[src/rtl/id_ex_stage.sv]
// ID/EX pipeline register with load-use hazard detection, flush/stall handling,
// saturating bubble counter and EX operand forwarding selects.
module id_ex_stage #(
    parameter int CTRL_W = 12
) (
    input  logic              clk,
    input  logic              reset_n,
    input  logic              valid_d,
    input  logic [4:0]        ra1_d,
    input  logic [4:0]        ra2_d,
    input  logic [4:0]        wa_d,
    input  logic [63:0]       rd1_d,
    input  logic [63:0]       rd2_d,
    input  logic [63:0]       imm_d,
    input  logic [CTRL_W-1:0] ctrl_d,
    input  logic              regwrite_d,
    input  logic              memread_d,
    input  logic              flush_e,
    input  logic              mem_stall,
    input  logic [4:0]        wa_m,
    input  logic [4:0]        wa_w,
    input  logic              regwrite_m,
    input  logic              regwrite_w,
    output logic              valid_e,
    output logic              regwrite_e,
    output logic              memread_e,
    output logic [4:0]        ra1_e,
    output logic [4:0]        ra2_e,
    output logic [4:0]        wa_e,
    output logic [63:0]       rd1_e,
    output logic [63:0]       rd2_e,
    output logic [63:0]       imm_e,
    output logic [CTRL_W-1:0] ctrl_e,
    output logic              stall_d,
    output logic [1:0]        fwd_a,
    output logic [1:0]        fwd_b,
    output logic [15:0]       bubble_cnt
);

    logic              r_valid_e;
    logic              r_regwrite_e;
    logic              r_memread_e;
    logic [4:0]        r_ra1_e;
    logic [4:0]        r_ra2_e;
    logic [4:0]        r_wa_e;
    logic [63:0]       r_rd1_e;
    logic [63:0]       r_rd2_e;
    logic [63:0]       r_imm_e;
    logic [CTRL_W-1:0] r_ctrl_e;
    logic [15:0]       r_bubble_cnt;

    logic w_hz;

    // X31 is XZR: a load targeting it can never feed a dependent instruction.
    assign w_hz = valid_d & r_valid_e & r_memread_e & r_regwrite_e & (r_wa_e != 5'd31) &
                  ((ra1_d == r_wa_e) | (ra2_d == r_wa_e));

    assign stall_d = mem_stall | (w_hz & ~flush_e);

    function automatic logic [1:0] fwd_sel(input logic [4:0] ra);
        if (regwrite_m && (wa_m == ra) && (ra != 5'd31))
            return 2'b10;
        else if (regwrite_w && (wa_w == ra) && (ra != 5'd31))
            return 2'b01;
        else
            return 2'b00;
    endfunction

    assign fwd_a = fwd_sel(r_ra1_e);
    assign fwd_b = fwd_sel(r_ra2_e);

    always_ff @(posedge clk or negedge reset_n) begin
        if (!reset_n) begin
            r_valid_e    <= 1'b0;
            r_regwrite_e <= 1'b0;
            r_memread_e  <= 1'b0;
            r_ra1_e      <= '0;
            r_ra2_e      <= '0;
            r_wa_e       <= '0;
            r_rd1_e      <= '0;
            r_rd2_e      <= '0;
            r_imm_e      <= '0;
            r_ctrl_e     <= '0;
            r_bubble_cnt <= '0;
        end else if (!mem_stall) begin
            if (flush_e || w_hz) begin
                r_valid_e    <= 1'b0;
                r_regwrite_e <= 1'b0;
                r_memread_e  <= 1'b0;
                r_ra1_e      <= '0;
                r_ra2_e      <= '0;
                r_wa_e       <= '0;
                r_rd1_e      <= '0;
                r_rd2_e      <= '0;
                r_imm_e      <= '0;
                r_ctrl_e     <= '0;
                // Only hazard bubbles are counted; flush bubbles are not.
                if (!flush_e && (r_bubble_cnt != 16'hFFFF))
                    r_bubble_cnt <= r_bubble_cnt + 16'd1;
            end else begin
                r_valid_e    <= valid_d;
                r_regwrite_e <= regwrite_d;
                r_memread_e  <= memread_d;
                r_ra1_e      <= ra1_d;
                r_ra2_e      <= ra2_d;
                r_wa_e       <= wa_d;
                r_rd1_e      <= rd1_d;
                r_rd2_e      <= rd2_d;
                r_imm_e      <= imm_d;
                r_ctrl_e     <= ctrl_d;
            end
        end
    end

    assign valid_e    = r_valid_e;
    assign regwrite_e = r_regwrite_e;
    assign memread_e  = r_memread_e;
    assign ra1_e      = r_ra1_e;
    assign ra2_e      = r_ra2_e;
    assign wa_e       = r_wa_e;
    assign rd1_e      = r_rd1_e;
    assign rd2_e      = r_rd2_e;
    assign imm_e      = r_imm_e;
    assign ctrl_e     = r_ctrl_e;
    assign bubble_cnt = r_bubble_cnt;

endmodule

[config.mk]
export PLATFORM = sky130hd
export DESIGN_NAME = id_ex_stage
export DESIGN_NICKNAME = d
export VERILOG_FILES = /design/src/rtl/id_ex_stage.sv
export SDC_FILE = /design/constraint.sdc
export NUM_CORES = 1
export LEC_CHECK = 0
export CAP_MARGIN = 20
export CORE_AREA = 2 2 186 188
export CTS_BUF_LIST = sky130_fd_sc_hd__clkbuf_8
export CTS_CLUSTER_DIAMETER = 60
export DETAILED_ROUTE_END_ITERATION = 6
export DIE_AREA = 0 0 188 190
export DONT_BUFFER_PORTS = 1
export PLACE_DENSITY_LB_ADDON = 0.05
export SLEW_MARGIN = 10
export SYNTH_ARGS = -nofsm -noshare
export SYNTH_HDL_FRONTEND = slang
export SYNTH_SLANG_ARGS = --single-unit
export TNS_END_PERCENT = 100
[constraint.sdc]
create_clock -name clk -period 3.3 [get_ports clk]
set_input_delay 0.99 -clock clk [delete_from_list [all_inputs] [get_ports clk]]
set_output_delay 0.99 -clock clk [all_outputs]
set_load 0.01 [all_outputs]
==> results of run 1 <==
==> placed cells by master, fill, tap and decap left out, types with 2 or more instances in the layout <==
cell / Yosys / routed
sky130_fd_sc_hd__a32o_1: 7 / 7
sky130_fd_sc_hd__and2_1: 2 / 2
sky130_fd_sc_hd__and3_1: 2 / 2
sky130_fd_sc_hd__and4_1: 3 / 3
sky130_fd_sc_hd__buf_12: 0 / 4
sky130_fd_sc_hd__buf_4: 6 / 8
sky130_fd_sc_hd__clkbuf_8: 0 / 65
sky130_fd_sc_hd__clkinv_2: 0 / 2
sky130_fd_sc_hd__clkinvlp_4: 0 / 2
sky130_fd_sc_hd__dfrtp_1: 238 / 238
sky130_fd_sc_hd__inv_1: 0 / 12
sky130_fd_sc_hd__mux2_2: 2 / 2
sky130_fd_sc_hd__nand2_1: 223 / 223
sky130_fd_sc_hd__nand2b_1: 217 / 217
sky130_fd_sc_hd__nand3_1: 8 / 8
sky130_fd_sc_hd__nand4_1: 10 / 10
sky130_fd_sc_hd__nand4b_1: 2 / 2
sky130_fd_sc_hd__nor2_1: 6 / 6
sky130_fd_sc_hd__nor3_1: 7 / 7
sky130_fd_sc_hd__nor3_2: 2 / 2
sky130_fd_sc_hd__nor4_1: 5 / 5
sky130_fd_sc_hd__nor4_2: 3 / 3
sky130_fd_sc_hd__o21ai_0: 65 / 65
sky130_fd_sc_hd__o21ai_1: 150 / 150
sky130_fd_sc_hd__xnor2_1: 17 / 17
sky130_fd_sc_hd__xor2_1: 27 / 27
==> flip-flops by register name, indices dropped and copies added (netlist names), 5 cells and up <==
name and count:
rd1_e 64, ra1_e 5, ra2_e 5, wa_e 5, bubble_cnt 16, rd2_e 64, imm_e 64, ctrl_e 12
==> synthesized netlist by cell type, drive strengths merged, types with 2 or more instances <==
library cell,number
o21bai,2
xor2,27
nor2,6
nor4,8
xnor2,17
nand2,223
and3,2
and4,3
buf,20
nand2b,217
nand4,10
mux2,2
and2,2
nor3,9
dfrtp,238
nand3,8
o21ai,216
clkbuf,55
nand4b,2
a32o,7
==> worst max-delay path by stage <==
stage,start,endpoint,slack (ns),depth (start not counted)
2_1_floorplan,mem_stall,stall_d,0.17,5
6_report,mem_stall,stall_d,-0.03,1
3_5_place_dp,ra2_d[1],stall_d,0.30,5
5_1_grt,wa_e[1]$_DFFE_PN0N_,stall_d,0.006,5
3_3_place_gp,ra2_d[1],stall_d,0.29,5
4_1_cts,wa_e[1]$_DFFE_PN0N_,stall_d,0.07,5
==> cell families (layout without fill, tap and decap cells) <==
| family | count (synthesis) | after routing | synth area share [%] |
|---|---|---|---|
| AOI/OAI and AO/OA | 229 | 229 | 11.8 |
| xor gates and xnor gates | 44 | 44 | 3.69 |
| adders and majority gates | 1 | 1 | 0.120 |
| buffers and inverters | 75 | 94 | 3.07 |
| DFF | 238 | 238 | 57.0 |
| muxes | 2 | 2 | 0.215 |
| and+or+nand+nor | 492 | 492 | 24.2 |
==> power groups by stage <==
stage	sequential [mW]	clock [mW]	combinational, mW
finish	3.44	3.08	0.381
global route	3.47	3.37	0.443
CTS	3.45	3.22	0.386
detailed placement	3.50	0	0.389
global placement	3.50	0	0.377
floorplan	3.40	0	0.380
==> through the flow <==
stage	worst slack (ns)	TNS, ns
2_1_floorplan	0.168	0
3_5_place_dp	0.297	0
4_1_cts	0.0733	0
5_1_grt	0.00647	0
3_3_place_gp	0.294	0
6_report	-0.0270	-0.0270
==> area by class of cell <==
type,instances,share of cell area [%]
timing repair buffer,12,1.18
clock buffer,65,7.56
clock inverter,17,0.845
tap,455,4.81
multi-input combinational,768,35.3
sequential,238,50.3
==> metal layers <==
layer	global-route usage, %	routed length, um	up-vias
li1	-	-	3517
met1	19.1	11600	3425
met2	27.5	14700	339
met3	8.37	3710	56
met4	6.03	866	2
met5	0	16	-
==> qor.json, run 1 <==
{
  "run_status": {"value": "complete, but fails checks"},
  "violations_in_the_final_reports": {"value": "max-slew violations, negative setup slack"},
  "clkPwrFrac": {"value": 44.7, "unit": "%"},
  "timing.final.setup_violations": {"value": 1},
  "max-cap-violations": {"value": 0},
  "yosysWarningCount": {"value": 0},
  "layout-drive-gt1-share": {"value": 8.36, "unit": "%"},
  "detailed_place.area": {"value": 10800, "unit": "um2"},
  "first_global_vias": {"value": 7476},
  "clock_path_buffers": {"value": 3},
  "synthTopCellsByArea": {"value": "sky130_fd_sc_hd__dfrtp_1 57%, sky130_fd_sc_hd__nand2b_1 13%, sky130_fd_sc_hd__nand2_1 8.0%"},
  "critPathSlowestCell": {"value": "sky130_fd_sc_hd__o21bai_1"},
  "worst-setup-path-type": {"value": "in2out"},
  "drc": {"value": 0},
  "power.ir.vdd_worst": {"value": 273, "unit": "uV"},
  "ctsResizeCount": {"value": 0},
  "fin_crit_sh": {"value": 101, "unit": "%"},
  "number_of_clock_sinks": {"value": 238},
  "n_fill_cell": {"value": 3524},
  "final-hold-violation-count": {"value": 0},
  "first_pass_iters": {"value": 4},
  "grt.overflow.total": {"value": 0},
  "diodes": {"value": 0},
  "areaGrowthSynthToFinish": {"value": 13.2, "unit": "%"},
  "switching_share_of_power": {"value": 25.5, "unit": "%"},
  "period_needed": {"value": 3.33, "unit": "ns"},
  "drt.antenna.violating_nets": {"value": 0},
  "htree_num_levels": {"value": 2},
  "post_route_utilization": {"value": 34.9, "unit": "%"},
  "syn_inst": {"value": 1081},
  "worst_r2r_endpoint": {"value": "rd2_e[0]$_DFFE_PN0N_"},
  "number_of_rows_in_the_core_area": {"value": 68},
  "numCtsBuffers": {"value": 45},
  "worst_clock_skew": {"value": 0.0113, "unit": "ns"},
  "ys_dominant_reg_cell": {"value": "sky130_fd_sc_hd__dfrtp_1"},
  "netlist.top_cell.by_area": {"value": "sky130_fd_sc_hd__dfrtp_1"},
  "worst_skew_pair.late_latency": {"value": 0.56, "unit": "ns"},
  "share_seq_of_total_power": {"value": 49.8, "unit": "%"},
  "portBuffers": {"value": 0},
  "grt_start_max_net_pins": {"value": 441},
  "synth.avg_cell_area": {"value": 9.67, "unit": "um2"},
  "timing.final.ws_setup": {"value": -0.0270, "unit": "ns"},
  "cts_tree": {"value": "yes"},
  "core_area": {"value": 33900, "unit": "um2"},
  "clk_pin_slew_worst_paths": {"value": 0.05, "unit": "ns"},
  "syn-num-nets": {"value": 1320},
  "post-cts-setup-buffers": {"value": 0},
  "hpwl": {"value": 20.5, "unit": "mm"},
  "detailroute.via_count": {"value": 7339},
  "design_power_total": {"value": 6.91, "unit": "mW"},
  "power_per_cell_area": {"value": 583, "unit": "nW/um2"},
  "starting_density": {"value": 30.8, "unit": "%"},
  "synth_cell_type_count": {"value": 33},
  "p_comb_share": {"value": 5.5, "unit": "%"},
  "worst_r2r_path_depth": {"value": 8},
  "vias_per_cell": {"value": 4.72},
  "cell_internal_pwr": {"value": 5.14, "unit": "mW"},
  "worst_max_slew_pin_slew": {"value": 1.51, "unit": "ns"},
  "nets": {"value": 1304},
  "post-route-cell-area": {"value": 11800, "unit": "um2"},
  "hp-class": {"value": "in2async"},
  "drt_first_iter_violations": {"value": 334},
  "maxSlewHeadroom": {"value": -0.965, "unit": "%"},
  "drt_wl_total": {"value": 31.0, "unit": "mm"},
  "gpl.final_weighted_congestion": {"value": 0.730},
  "synth_largest_type_area_fraction": {"value": 57.0, "unit": "%"},
  "grt_pass1_wl": {"value": 46.7, "unit": "mm"},
  "async_set_or_reset_flop_fraction_in_the_synthesized_netlist": {"value": 100, "unit": "%"},
  "timing_max_transition_violations_final": {"value": 33},
  "multi_input_comb_area": {"value": 4180, "unit": "um2"},
  "synth_sequential_area_ratio": {"value": 57.0, "unit": "%"},
  "synth_edf_count": {"value": 0},
  "critical_path.top_delay_family": {"value": "compound AO/OA/AOI/OAI gates"},
  "holdWs": {"value": 0.133, "unit": "ns"},
  "net-switching-power": {"value": 1.76, "unit": "mW"},
  "crit_fanout": {"value": 440},
  "grt_antenna_before_repair": {"value": 1},
  "design.portCount": {"value": 481},
  "die_y": {"value": 190, "unit": "um"},
  "worst-endpoint-arrival": {"value": 2.34, "unit": "ns"},
  "worstPathCellList": {"value": "o21bai_1"},
  "ys_seq_elements": {"value": 238},
  "die_w": {"value": 188, "unit": "um"},
  "regToRegSetupSlack": {"value": 0.97, "unit": "ns"},
  "worstPathRequired": {"value": 2.31, "unit": "ns"},
  "register_area": {"value": 5960, "unit": "um2"},
  "cp-end-kind": {"value": "primary output"},
  "total_leakage_power": {"value": 5.18, "unit": "nW"},
  "critical_path_buf_inv_count": {"value": 0},
  "global_route.usage.total": {"value": 16.9, "unit": "%"},
  "die_area": {"value": 35700, "unit": "um2"},
  "clock-root-buffer": {"value": "sky130_fd_sc_hd__clkbuf_8"},
  "placed_cells": {"value": 1473},
  "post_synth_instance_area": {"value": 10500, "unit": "um2"},
  "route.detailed.wl_per_inst": {"value": 19.9, "unit": "um"},
  "startpoint_type": {"value": "primary input"},
  "achievable_frequency": {"value": 301, "unit": "MHz"},
  "cts-hold-fix-buffers": {"value": 0},
  "critical_path.reg2reg.startpoint": {"value": "wa_e[1]$_DFFE_PN0N_"},
  "rsz0062_at_grt": {"value": "false"},
  "critical_path.max_stage_delay": {"value": 0.62, "unit": "ns"},
  "post_layout_nonfiller_instances": {"value": 1555}
}
Power figures use the tool's default switching activity.
==> inputs of run 2 (changes only) <==
--- a/config.mk
+++ b/config.mk
@@ -8,7 +8,7 @@
 export CAP_MARGIN = 20
 export CORE_AREA = 2 2 186 188
 export CTS_BUF_LIST = sky130_fd_sc_hd__clkbuf_8
-export CTS_CLUSTER_DIAMETER = 60
+export CTS_CLUSTER_SIZE = 25
 export DETAILED_ROUTE_END_ITERATION = 6
 export DIE_AREA = 0 0 188 190
 export DONT_BUFFER_PORTS = 1
==> constraint.sdc (replaced) <==
create_clock -name clk -period 4.13 [get_ports clk]
set_input_delay 1.239 -clock clk [delete_from_list [all_inputs] [get_ports clk]]
set_output_delay 1.239 -clock clk [all_outputs]
set_load 0.01 [all_outputs]
==> qor.json, run 2 (synthesis gave the netlist of run 1 again) <==
{
  "ctsResizeCount": {"value": 0},
  "final-hold-violation-count": {"value": 0},
  "design.portCount": {"value": 481},
  "net-switching-power": {"value": 1.38, "unit": "mW"},
  "starting_density": {"value": 30.8, "unit": "%"},
  "power.ir.vdd_worst": {"value": 194, "unit": "uV"},
  "worst-endpoint-arrival": {"value": 2.43, "unit": "ns"},
  "fin_crit_sh": {"value": 88.7, "unit": "%"},
  "placement.setup.worst_slack": {"value": 0.630, "unit": "ns"},
  "most-common-layout-cells": {"value": "238 x sky130_fd_sc_hd__dfrtp_1, 223 x sky130_fd_sc_hd__nand2_1, 217 x sky130_fd_sc_hd__nand2b_1"},
  "crit_fanout": {"value": 440},
  "startpoint_type": {"value": "primary input"},
  "maxSlewHeadroom": {"value": 14.0, "unit": "%"},
  "route.detailed.wl_per_inst": {"value": 20.1, "unit": "um"},
  "period_needed": {"value": 3.67, "unit": "ns"},
  "clkPwrFrac": {"value": 42.4, "unit": "%"},
  "cts_tree": {"value": "yes"},
  "cts-hold-fix-buffers": {"value": 0},
  "cp-end-kind": {"value": "primary output"},
  "die_w": {"value": 188, "unit": "um"},
  "timing.final.setup_violations": {"value": 0},
  "hpwl": {"value": 20.4, "unit": "mm"},
  "p_comb_share": {"value": 5.7, "unit": "%"},
  "detailroute.via_count": {"value": 7298},
  "critical_path.max_stage_delay": {"value": 0.57, "unit": "ns"},
  "clock_path_buffers": {"value": 3},
  "multi_input_comb_area": {"value": 4180, "unit": "um2"},
  "grt_antenna_before_repair": {"value": 2},
  "power_per_cell_area": {"value": 454, "unit": "nW/um2"},
  "drc": {"value": 0},
  "core_area": {"value": 33900, "unit": "um2"},
  "gpl.final_weighted_congestion": {"value": 0.737},
  "layout-drive-gt1-share": {"value": 6.76, "unit": "%"},
  "share_seq_of_total_power": {"value": 52.0, "unit": "%"},
  "max-cap-violations": {"value": 0},
  "grt_pass1_wl": {"value": 47.0, "unit": "mm"},
  "register_area": {"value": 5960, "unit": "um2"},
  "mostFrequentLayoutCell": {"value": "sky130_fd_sc_hd__dfrtp_1"},
  "number_of_rows_in_the_core_area": {"value": 68},
  "post_route_utilization": {"value": 34.4, "unit": "%"},
  "worstPathRequired": {"value": 2.89, "unit": "ns"},
  "n_fill_cell": {"value": 3546},
  "timing_max_transition_violations_final": {"value": 0},
  "critical_path_buf_inv_count": {"value": 0},
  "drt_first_iter_violations": {"value": 365},
  "setup_total_neg_slack": {"value": 0, "unit": "ns"},
  "drt_wl_total": {"value": 31.1, "unit": "mm"},
  "achievable_frequency": {"value": 273, "unit": "MHz"},
  "htree_num_levels": {"value": 2},
  "global_route.usage.total": {"value": 16.9, "unit": "%"},
  "grt_start_max_net_pins": {"value": 441},
  "worst_r2r_endpoint": {"value": "ctrl_e[5]$_DFFE_PN0N_"},
  "post-cts-setup-buffers": {"value": 0},
  "post_layout_nonfiller_instances": {"value": 1549},
  "total_leakage_power": {"value": 5.13, "unit": "nW"},
  "hp-class": {"value": "in2async"},
  "worst_r2r_path_depth": {"value": 7},
  "grt.overflow.total": {"value": 0},
  "critPathSlowestCell": {"value": "sky130_fd_sc_hd__o21bai_1"},
  "critical_path.top_delay_family": {"value": "compound AO/OA/AOI/OAI gates"},
  "vias_per_cell": {"value": 4.71},
  "worst_skew_pair.late_latency": {"value": 0.56, "unit": "ns"},
  "worst_max_slew_pin_slew": {"value": 1.29, "unit": "ns"},
  "cell_internal_pwr": {"value": 3.92, "unit": "mW"},
  "worst-setup-path-type": {"value": "in2out"},
  "first_global_vias": {"value": 7604},
  "placed_cells": {"value": 1470},
  "number_of_clock_sinks": {"value": 238},
  "clk_pin_slew_worst_paths": {"value": 0.05, "unit": "ns"},
  "worstPathCellList": {"value": "o21bai_1"},
  "portBuffers": {"value": 0},
  "clock-root-buffer": {"value": "sky130_fd_sc_hd__clkbuf_8"},
  "die_area": {"value": 35700, "unit": "um2"},
  "nets": {"value": 1301},
  "diodes": {"value": 0},
  "drt.antenna.violating_nets": {"value": 0},
  "regToRegSetupSlack": {"value": 1.76, "unit": "ns"},
  "critical_path.reg2reg.startpoint": {"value": "wa_e[1]$_DFFE_PN0N_"},
  "timing.final.ws_setup": {"value": 0.465, "unit": "ns"},
  "rsz0062_at_grt": {"value": "false"},
  "numCtsBuffers": {"value": 45},
  "first_pass_iters": {"value": 5},
  "die_y": {"value": 190, "unit": "um"},
  "switching_share_of_power": {"value": 26.0, "unit": "%"},
  "run_status": {"value": "complete, no violations"},
  "worst_clock_skew": {"value": 0.0133, "unit": "ns"},
  "areaGrowthSynthToFinish": {"value": 11.6, "unit": "%"}
}
## run 2: cell count changes in the layout (fill, tap and decap cells not counted)
| cell | change |
|---|---|
| sky130_fd_sc_hd__bufinv_16 | +1 |
| sky130_fd_sc_hd__clkinvlp_4 | -1 |
| sky130_fd_sc_hd__buf_4 | -1 |
| sky130_fd_sc_hd__buf_12 | -2 |
| sky130_fd_sc_hd__inv_1 | +12 |
| sky130_fd_sc_hd__clkbuf_8 | -13 |
| sky130_fd_sc_hd__clkinv_2 | -2 |
## run 2: power groups by stage
stage	sequential, mW	combinational (mW)	clock, mW
after floorplan	2.72	0.304	0
after global placement	2.80	0.296	0
after detailed placement	2.80	0.305	0
after CTS	2.76	0.304	2.36
after global routing	2.77	0.350	2.46
final	2.75	0.299	2.24
## run 2: worst max path at each step
stage	startpoint	endpoint	slack, ns	cells after the start
after floorplan	mem_stall	stall_d	0.50	5
after global placement	ra2_d[1]	stall_d	0.63	5
after detailed placement	ra2_d[1]	stall_d	0.63	5
after CTS	ra2_d[1]	stall_d	0.63	5
after global routing	ra2_d[1]	stall_d	0.58	5
final	mem_stall	stall_d	0.46	1
## run 2: metal layers
layer | vias to the layer above | global-route usage, % | share of wire, %
met3 | 65 | 8.06 | 11
met4 | 4 | 6.78 | 3.3
met1 | 3373 | 19.2 | 38
li1 | 3512 | - | -
met5 | - | 0 | 0.093
met2 | 344 | 27.4 | 47
## run 2: metrics by stage
stage	hold WS, ns	instance area [um2]	power (mW)
floorplan	0.515	10500	3.02
finish	0.377	11700	5.29
global route	0.332	11700	5.58
detailed placement	0.542	10800	3.10
CTS	0.328	11700	5.42
global placement	0.534	10800	3.10
## run 2: layout make-up
class | instances | share of cell area, %
Clock inverter | 27 | 1.35
Multi-Input combinational cell | 768 | 35.8
Timing Repair Buffer | 9 | 0.793
Tap cell | 455 | 4.88
Sequential cell | 238 | 51.0
Clock buffer | 52 | 6.13
==> inputs of run 3 (changes only) <==
--- a/config.mk
+++ b/config.mk
@@ -5,7 +5,6 @@
 export SDC_FILE = /design/constraint.sdc
 export NUM_CORES = 1
 export LEC_CHECK = 0
-export CAP_MARGIN = 20
 export CORE_AREA = 2 2 186 188
 export CTS_BUF_LIST = sky130_fd_sc_hd__clkbuf_8
 export CTS_CLUSTER_SIZE = 25
==> results of run 3 <==
Final layout, timing and power as in run 2 (identical DEF).
